===== src/rtl/hs_ram_arbiter.sv =====
// Work-RAM port arbiter between the MC6809 bus and the MiSTer high-score interface.
// Freezes the CPU through its clock enable, lends the port to the high-score side, then hands it back.
module hs_ram_arbiter #(
    parameter int AW           = 11,
    parameter int GUARD_CYCLES = 2,
    parameter int SYNC_TIMEOUT = 64
) (
    input  logic          clk_49m,
    input  logic          reset,
    input  logic          pause,
    input  logic          cpu_cen_in,
    output logic          cpu_cen_out,
    output logic          cpu_hold,
    input  logic [AW-1:0] cpu_addr,
    input  logic [7:0]    cpu_din,
    input  logic          cpu_we,
    output logic [7:0]    cpu_rdata,
    output logic [AW-1:0] ram_addr,
    output logic [7:0]    ram_din,
    output logic          ram_we,
    input  logic [7:0]    ram_dout,
    input  logic [AW-1:0] hs_address,
    input  logic [7:0]    hs_data_in,
    input  logic          hs_write,
    input  logic          hs_access,
    output logic [7:0]    hs_data_out,
    output logic          hs_ready
);

    localparam int SYNC_CW  = (SYNC_TIMEOUT > 2) ? $clog2(SYNC_TIMEOUT) : 1;
    localparam int GUARD_CW = (GUARD_CYCLES > 1) ? $clog2(GUARD_CYCLES + 1) : 1;

    localparam logic [SYNC_CW-1:0]  SYNC_LAST  = SYNC_CW'(SYNC_TIMEOUT - 1);
    localparam logic [SYNC_CW-1:0]  SYNC_MAX   = '1;
    localparam logic [GUARD_CW-1:0] GUARD_LAST = GUARD_CW'(GUARD_CYCLES - 1);
    localparam logic [GUARD_CW-1:0] GUARD_MAX  = '1;

    typedef enum logic [1:0] {
        IDLE    = 2'd0,
        SYNC    = 2'd1,
        GRANT   = 2'd2,
        RELEASE = 2'd3
    } state_t;

    state_t               r_state;
    state_t               w_state_next;
    logic [SYNC_CW-1:0]   r_sync_cnt;
    logic [GUARD_CW-1:0]  r_guard_cnt;
    logic [7:0]           r_hs_data;
    logic                 w_sync_done;
    logic                 w_guard_done;
    logic                 w_hs_owns;

    always_ff @(posedge clk_49m) begin
        if (reset) begin
            r_state <= IDLE;
        end else begin
            r_state <= w_state_next;
        end
    end

    // Counters idle at zero outside their state, so they are clear on entry; both saturate.
    always_ff @(posedge clk_49m) begin
        if (reset || r_state != SYNC) begin
            r_sync_cnt <= '0;
        end else if (r_sync_cnt != SYNC_MAX) begin
            r_sync_cnt <= r_sync_cnt + SYNC_CW'(1);
        end
    end

    always_ff @(posedge clk_49m) begin
        if (reset || r_state != RELEASE) begin
            r_guard_cnt <= '0;
        end else if (r_guard_cnt != GUARD_MAX) begin
            r_guard_cnt <= r_guard_cnt + GUARD_CW'(1);
        end
    end

    always_ff @(posedge clk_49m) begin
        if (reset) begin
            r_hs_data <= 8'h00;
        end else if (r_state == GRANT) begin
            r_hs_data <= ram_dout;
        end
    end

    // A timed-out write still reaches RAM this cycle because the mux stays on the CPU in SYNC.
    assign w_sync_done  = !cpu_we || pause || (r_sync_cnt >= SYNC_LAST);
    assign w_guard_done = (r_guard_cnt >= GUARD_LAST);

    always_comb begin
        w_state_next = r_state;
        case (r_state)
            IDLE: begin
                if (hs_access) w_state_next = SYNC;
            end
            SYNC: begin
                if (!hs_access)       w_state_next = RELEASE;
                else if (w_sync_done) w_state_next = GRANT;
            end
            GRANT: begin
                if (!hs_access) w_state_next = RELEASE;
            end
            RELEASE: begin
                if (w_guard_done) w_state_next = IDLE;
            end
            default: w_state_next = IDLE;
        endcase
    end

    // Mux follows the current state, so a write coinciding with hs_access falling still lands.
    always_comb begin
        w_hs_owns   = (r_state == GRANT);
        cpu_hold    = (r_state != IDLE);
        hs_ready    = w_hs_owns;
        cpu_cen_out = cpu_cen_in & ~cpu_hold;
        cpu_rdata   = ram_dout;
        hs_data_out = r_hs_data;
        ram_addr    = cpu_addr;
        ram_din     = cpu_din;
        ram_we      = cpu_we;
        if (w_hs_owns) begin
            ram_addr = hs_address;
            ram_din  = hs_data_in;
            ram_we   = hs_write;
        end
    end

endmodule


===== config.mk =====
export PLATFORM = sky130hd
export DESIGN_NAME = hs_ram_arbiter
export DESIGN_NICKNAME = d
export VERILOG_FILES = /design/src/rtl/hs_ram_arbiter.sv
export SDC_FILE = /design/constraint.sdc
export NUM_CORES = 1
export LEC_CHECK = 0
export ABC_AREA = 0
export ABC_CLOCK_PERIOD_IN_PS = 5500
export CORE_MARGIN = 3
export CORE_UTILIZATION = 35
export CTS_CLUSTER_DIAMETER = 150
export DETAILED_ROUTE_END_ITERATION = 8
export PLACE_DENSITY = 0.86
export SLEW_MARGIN = 40
export SYNTH_ARGS = -nofsm -noshare
export SYNTH_HDL_FRONTEND = slang
export SYNTH_SLANG_ARGS = --single-unit

===== constraint.sdc =====
create_clock -name clk_49m -period 5.5 [get_ports clk_49m]
set_clock_uncertainty 0.05 [all_clocks]
set_input_delay 1.1 -clock clk_49m [delete_from_list [all_inputs] [get_ports clk_49m]]
set_output_delay 1.1 -clock clk_49m [all_outputs]
set_load 0.005 [all_outputs]

After elaboration in Yosys (flattened, before gate mapping) --
Cells that the tools add are included.
Cells by class: bitwise logic cells 2, equality and inequality tests 11, reduce and logical (&&, ||, !) cells 8, mux-type cells 9, add/subtract/negate cells 2, order comparisons 2
Operator list (count):
- $mux W11 | 1
- $mux W2 | 5
- $ne A2 B2 Y1 const B | 5
- $mux W8 | 1
- $pmux W2 S4 | 1
- $add A6 B1 Y6 const B | 1
- $ge A6 B6 Y1 const B | 1
- $ne A6 B6 Y1 const B | 1
- $eq A2 B2 Y1 const B | 2
- $logic_or A1 B1 Y1 | 4
- $reduce_and A4 Y1 | 1
- $ne A3 B3 Y1 const B | 1
- $add A2 B1 Y2 const B | 1
- $eq A2 B1 Y1 const B | 1
- $ge A2 B1 Y1 const B | 1
- $logic_not A2 Y1 | 1
- $ne A2 B1 Y1 const B | 1
- $reduce_bool A2 Y1 | 1
- $and A1 B1 Y1 | 1
- $logic_not A1 Y1 | 1
- $mux W1 | 1
- $not A1 Y1 | 1
Storage, ports and cells: output and inout bits 39, word-level logic and storage cells 38, register bits 18

Longest topological paths before layout --
Gate-level depths: netlist of run 1.
word-level depth 6, depth in mapped cells 6, mapped depth without buffers 6

Least setup slack after synthesis of run 1 --
OpenSTA, ideal clock, no wires.
path kind reg-to-output, from register r_state[0], to output ram_addr[3], slack 2.908 ns, data required time 4.350 ns, cell stages (with the launch flop) 6, data arrival time 1.442 ns, cell sequence dfxtp_1 > inv_1 > ha_1 > buf_2 > buf_2 > mux2_2
Between the ends: longest elaborated chain between the ends 2
RTL lines:
- from (decl) | RTL line 45 | state_t r_state;
- from (signal assigned) | RTL line 58 | r_state <= w_state_next;
- $eq A2 B2 Y1 | RTL line 113 | w_hs_owns = (r_state == GRANT);
- via hs_ready | RTL line 27 | output logic hs_ready
- $mux W11 | RTL line 122 | if (w_hs_owns) begin
- to (decl) | RTL line 18 | output logic [AW-1:0] ram_addr,
The timed path passes the listed nets, and every way through them passes these cells.

Final worst setup path of run 1 --
from register r_state[0], to output ram_din[4]
Between the ends: longest elaborated chain between the ends 2
RTL lines:
- $eq A2 B2 Y1 | RTL line 113
- $mux W8 | RTL line 122
- to (decl) | RTL line 19 | output logic [7:0] ram_din,
Every way passes these cells.

==> results of run 1 <==
==> routing by layer <==
| metal | track usage | vias to the layer above |
|---|---|---|
| li1 | - | 573 |
| met5 | 0 | - |
| met3 | 0.0570 | 0 |
| met4 | 0.0162 | 0 |
| met1 | 0.194 | 546 |
| met2 | 0.336 | 43 |
==> worst max-delay path by stage <==
| stage | start | endpoint | slack [ps] | cells past startpoint |
|---|---|---|---|---|
| floorplan | r_state[0] | ram_addr[3] | 2910 | 5 |
| global placement | r_state[0] | ram_din[4] | 2100 | 5 |
| detailed placement | r_state[0] | ram_din[4] | 2030 | 5 |
| CTS | r_state[0] | ram_din[4] | 1690 | 5 |
| global route | r_state[0] | ram_din[6] | 1830 | 5 |
| finish | r_state[0] | ram_din[4] | 1960 | 5 |
==> state kept, by name, indices dropped and copies added, names as in the netlist <==
| signal | flops |
|---|---|
| r_guard_cnt | 2 |
| r_sync_cnt | 6 |
| r_state | 2 |
| hs_data_out | 8 |
==> cells in the mapped netlist, drive strengths merged (2+ instances only) <==
cell,instances
nor2,13
nor3,2
mux2,20
a31oi,3
inv,7
dfxtp,18
a311oi,2
clkbuf,2
or2,3
xnor2,2
buf,11
a21oi,4
ha,7
nand2,4
mux2i,10
==> cell families after synthesis <==
kind of cell,count (synthesis),share of synthesized area
simple gates,29,0.131
compound gates,12,0.0774
flops,18,0.314
fa+ha+maj,7,0.0763
xor+xnor,3,0.0229
buf+inv,20,0.0949
mux,30,0.284
==> stage by stage <==
step,utilization,cells,setup WS [ps]
floorplan,-,119,2910
global placement,0.662,242,2100
detailed placement,0.662,242,2030
CTS,0.674,246,1690
global route,0.675,246,1830
finish,0.675,246,1960
==> cell type report <==
| class | instances | area (µm²) | area share |
|---|---|---|---|
| tap | 44 | 55.1 | 0.0265 |
| timing repair buffer | 92 | 918 | 0.442 |
| clock buffer | 4 | 36.3 | 0.0175 |
| multi-input combinational | 81 | 681 | 0.328 |
| inverter | 7 | 26.3 | 0.0127 |
| sequential | 18 | 360 | 0.173 |
==> worst register-to-register path, cell delays in order, from the launching register on <==
cell	delay, ps
dfxtp_1	420
inv_1	100
ha_2	340
nand2b_1	220
o221ai_2	270
a31oi_1	130
a311oi_1	300
==> report_power, final <==
part           leakage, nW  internal (W)  switching, W
Combinational        0.626      0.000221      0.000129
Sequential           0.146      0.000151     0.0000162
Clock               0.0210     0.0000404     0.0000406
Total                0.793      0.000412      0.000186
==> placed cells by master (no fill, tap or decap), types with 3 or more instances in the layout <==
cell             count
a21oi_1              4
a31oi_1              3
clkbuf_4             3
clkdlybuf4s50_1     91
dfxtp_1             18
ha_1                 6
inv_1                7
mux2_2              20
mux2i_1             10
nand2_1              4
nor2_1              13
==> impl_metrics.yaml, run 1 <==
run_status:
  outcome: "completed"
routing:
  wl_met1_mm: 1.40
  wl_mm: 3.54
  route.detailed.drc: 0
  wl_per_cell_um: 14.4
  top_layer: "met3"
  vias: 1162
  firstDrtPassIters: 4
  drt_iter0_markers: 30
  routed_via_density: 4.72
  postRouteAntennaNets: 0
  met3_wirelength_um: 246
  wl_met2_mm: 1.89
synth:
  synth_fp_nets: 179
  yosys-top-cells-area: "dfxtp_1 (31%), mux2_2 (20%), mux2i_1 (8.7%), ha_1 (7.6%), buf_4 (5.2%)"
  synth_top_flop_cell: "dfxtp_1"
  synth_cell_type_count: 28
  syn_inst: 119
  ys_seq_elements: 18
  synth_top_area_cell: "dfxtp_1"
  async_reset_ff_frac: 0
  synth_top_area_frac: 0.314
  synthesis.area_um2: 1150
  yosysWarnings: 0
  synth_edf_count: 0
  syn_area_per_cell_um2: 9.64
  seq_area_frac_synth: 0.314
final_layout:
  fin_area_um2: 2080
  nets: 263
  antenna_cells: 0
  drive_above_1_share: 0.153
  areaGrowthSynthToFinish_pct: 81.0
  fillers: 232
clock_tree:
  cts_max_path_buffers: 2
  numCtsBuffers: 3
  cts.sinks: 18
  clk_latency_ps: 300
  cts_resized: 0
  cts_htree_levels: 1
  clock-root-buffer: "clkbuf_4"
  cts_tree: "built"
  hold_buffers: 0
  clkSlewWorstSetupHoldPaths_ps: 100
  postCtsSetupBuffers: 0
hold_path:
  min_path_cells: 2
  hold_path_end: "hs_data_out[3]"
  hp-start: "hs_data_out[3]"
  hp-class: "reg2reg"
setup_path:
  crit_fanout: 19
  path_cells: "inv_1 -> ha_2 -> buf_4 -> mux2_2 -> clkdlybuf4s50_1"
  crit_family: "buffers and inverters"
  rrSetupSlack_ps: 3560
  path_class: "reg2out"
  cp-end-kind: "output port"
  path_buf_inv: 3
  slowest_stage: "ha_2"
  rr_startpoint: "r_state[0]"
  cp.arrival_ps: 2390
  reg2reg_to: "r_state[0]"
  crit_path_start_kind: "register"
  max_stage_delay_ps: 470
  rr_worst_depth: 6
  crit_required_ps: 4350
sta:
  setup_viol: 0
  fin_crit_ps: 3540
  fmax_ghz: 0.282
  hold_viol: 0
  fin_crit_sh: 0.644
  rsz0062_at_grt: "no"
  tightest_slew_ps: 433
  slew_viol_final: 0
  relSlewSlack: 0.710
  tns_ps: 0
  holdWs_ps: 455
job:
  drv_cap: 0
die:
  die_area_um2: 4000
  coreArea_um2: 3080
  placementRows: 20
  io_pins: 92
  start_util: 0.373
  dieWidth_um: 63.3
  die_h_um: 63.3
pwr:
  peakVddDrop_mv: 0.234
  pwr_density_cell_nw_per_um2: 288
  p_total_w: 0.000598
  leakagePower_nw: 0.793
global_routing:
  grt_remaining_overflow: 0
  antenna_found_initial: 0
  grt_usage: 0.176
  grt_max_degree: 20
  grt_first_pass_wirelength_mm: 5.64
  grt_pass1_vias: 1151
place:
  placed_cell_area_um2: 2040
  routabilityCongestion: 0.733
  hpwlAfterDp_mm: 2.93
  io_buffers: 91
(Power assumes the default switching activity.)
==> run 2, diff against run 1 <==
Settings changed: ABC_CLOCK_PERIOD_IN_PS 5500 to 3500, CORE_UTILIZATION 35 to 33, PLACE_DENSITY 0.86 to 0.82.
Clock period 5.5 ns to 3.5 ns, I/O delays scaled along.
==> impl_metrics.yaml, run 2 (synthesis gave the netlist of run 1 again) <==
setup_path:
  path_class: "reg2out"
  crit_path_start_kind: "register"
  crit_fanout: 30
  crit_required_ps: 2750
  cp.arrival_ps: 2160
  cp-end-kind: "output port"
global_routing:
  use_met2: 0.290
  grt_remaining_overflow: 0
  grt_first_pass_wirelength_mm: 5.53
  grt_use_met1: 0.193
  antenna_found_initial: 0
  grt_max_degree: 31
  grt_pass1_vias: 1147
  busiest_layer: "met2"
  grt_use_met3: 0.0589
  grt_usage: 0.165
clock_tree:
  hold_buffers: 0
  clock-root-buffer: "clkbuf_4"
  cts_max_path_buffers: 2
  numCtsBuffers: 3
  cts_resized: 0
  cts_htree_levels: 1
  cts_tree: "built"
  cts.sinks: 18
  postCtsSetupBuffers: 0
  clkSlewWorstSetupHoldPaths_ps: 90
  clk_latency_ps: 290
die:
  die_area_um2: 4220
  die_h_um: 65.0
  dieWidth_um: 65.0
  start_util: 0.361
  coreArea_um2: 3180
  placementRows: 20
  io_pins: 92
pwr:
  peakVddDrop_mv: 0.326
  leakagePower_nw: 0.795
  pwr_density_cell_nw_per_um2: 446
routing:
  route.detailed.drc: 0
  drt_iter0_markers: 50
  wl_per_cell_um: 14.4
  routed_via_density: 4.60
  wl_mm: 3.53
  postRouteAntennaNets: 0
  vias: 1132
  firstDrtPassIters: 4
final_layout:
  areaGrowthSynthToFinish_pct: 80.8
  nets: 263
  final_cell_mix: "clkdlybuf4s50_1 (91), mux2_2 (20), dfxtp_1 (18)"
  fillers: 285
  largest_reg_flops: 8
  layout_commonest_cell: "clkdlybuf4s50_1"
  drive_above_1_share: 0.149
  antenna_cells: 0
sta:
  slew_viol_final: 0
  holdWs_ps: 448
  fmax_ghz: 0.343
  relSlewSlack: 0.714
  fin_crit_sh: 0.832
  tightest_slew_ps: 428
  tns_ps: 0
  rsz0062_at_grt: "no"
  fin_crit_ps: 2910
  hold_viol: 0
  setup_viol: 0
hold_path:
  hp-class: "reg2reg"
run_status:
  outcome: "completed"
place:
  io_buffers: 91
  routabilityCongestion: 0.742
  hpwlAfterDp_mm: 2.91
job:
  drv_cap: 0
## run 2: cell counts in the layout (fill, tap and decap cells not counted)
Identical to the previous run, type by type.
## run 2: path summary, 6_finish.rpt
kind	start	endpoint	slack, ps	cells after the start
max	r_state[0]	ram_addr[7]	590	5
min	hs_data_out[1]	hs_data_out[1]	450	2
max reg2reg	r_state[0]	r_state[0]	1490	7
min reg2reg	hs_data_out[1]	hs_data_out[1]	450	2
## run 2: critical path: stages, from the launching register on
cell and delay, ps:
dfxtp_1 360, inv_1 110, ha_1 180, buf_4 370, mux2_2 390, clkdlybuf4s50_1 460
## run 2: final cells by class
cell class,count,area (µm²),share of cell area
clock buffers,4,36.3,0.0175
inverters,7,26.3,0.0127
multi-input cells,81,678,0.327
flip-flops and latches,18,360,0.174
well taps,44,55.1,0.0265
repair buffers,92,918,0.443
## run 2: per-stage QoR
step           instances   util  instance area [µm²]  setup WS [ps]  total power (W)
5_1_grt              246  0.653                 2070            469         0.000988
3_5_place_dp         242  0.641                 2040            907         0.000807
6_report             246  0.653                 2070            589         0.000925
2_1_floorplan        119      -                 1150           1310         0.000532
4_1_cts              246  0.653                 2070            578         0.000935
3_3_place_gp         242  0.641                 2040            928         0.000791
## run 2: report_power, final
part	switching (W)	internal [W]
Combinational	0.000198	0.000342
Sequential	0.0000239	0.000237
Clock	0.0000601	0.0000634
## run 2: layer usage
metal  share of wire  routed length [µm]
met3           0.081                 286
met2            0.52                1840
met4               0                   0
met5               0                   0
met1            0.40                1400
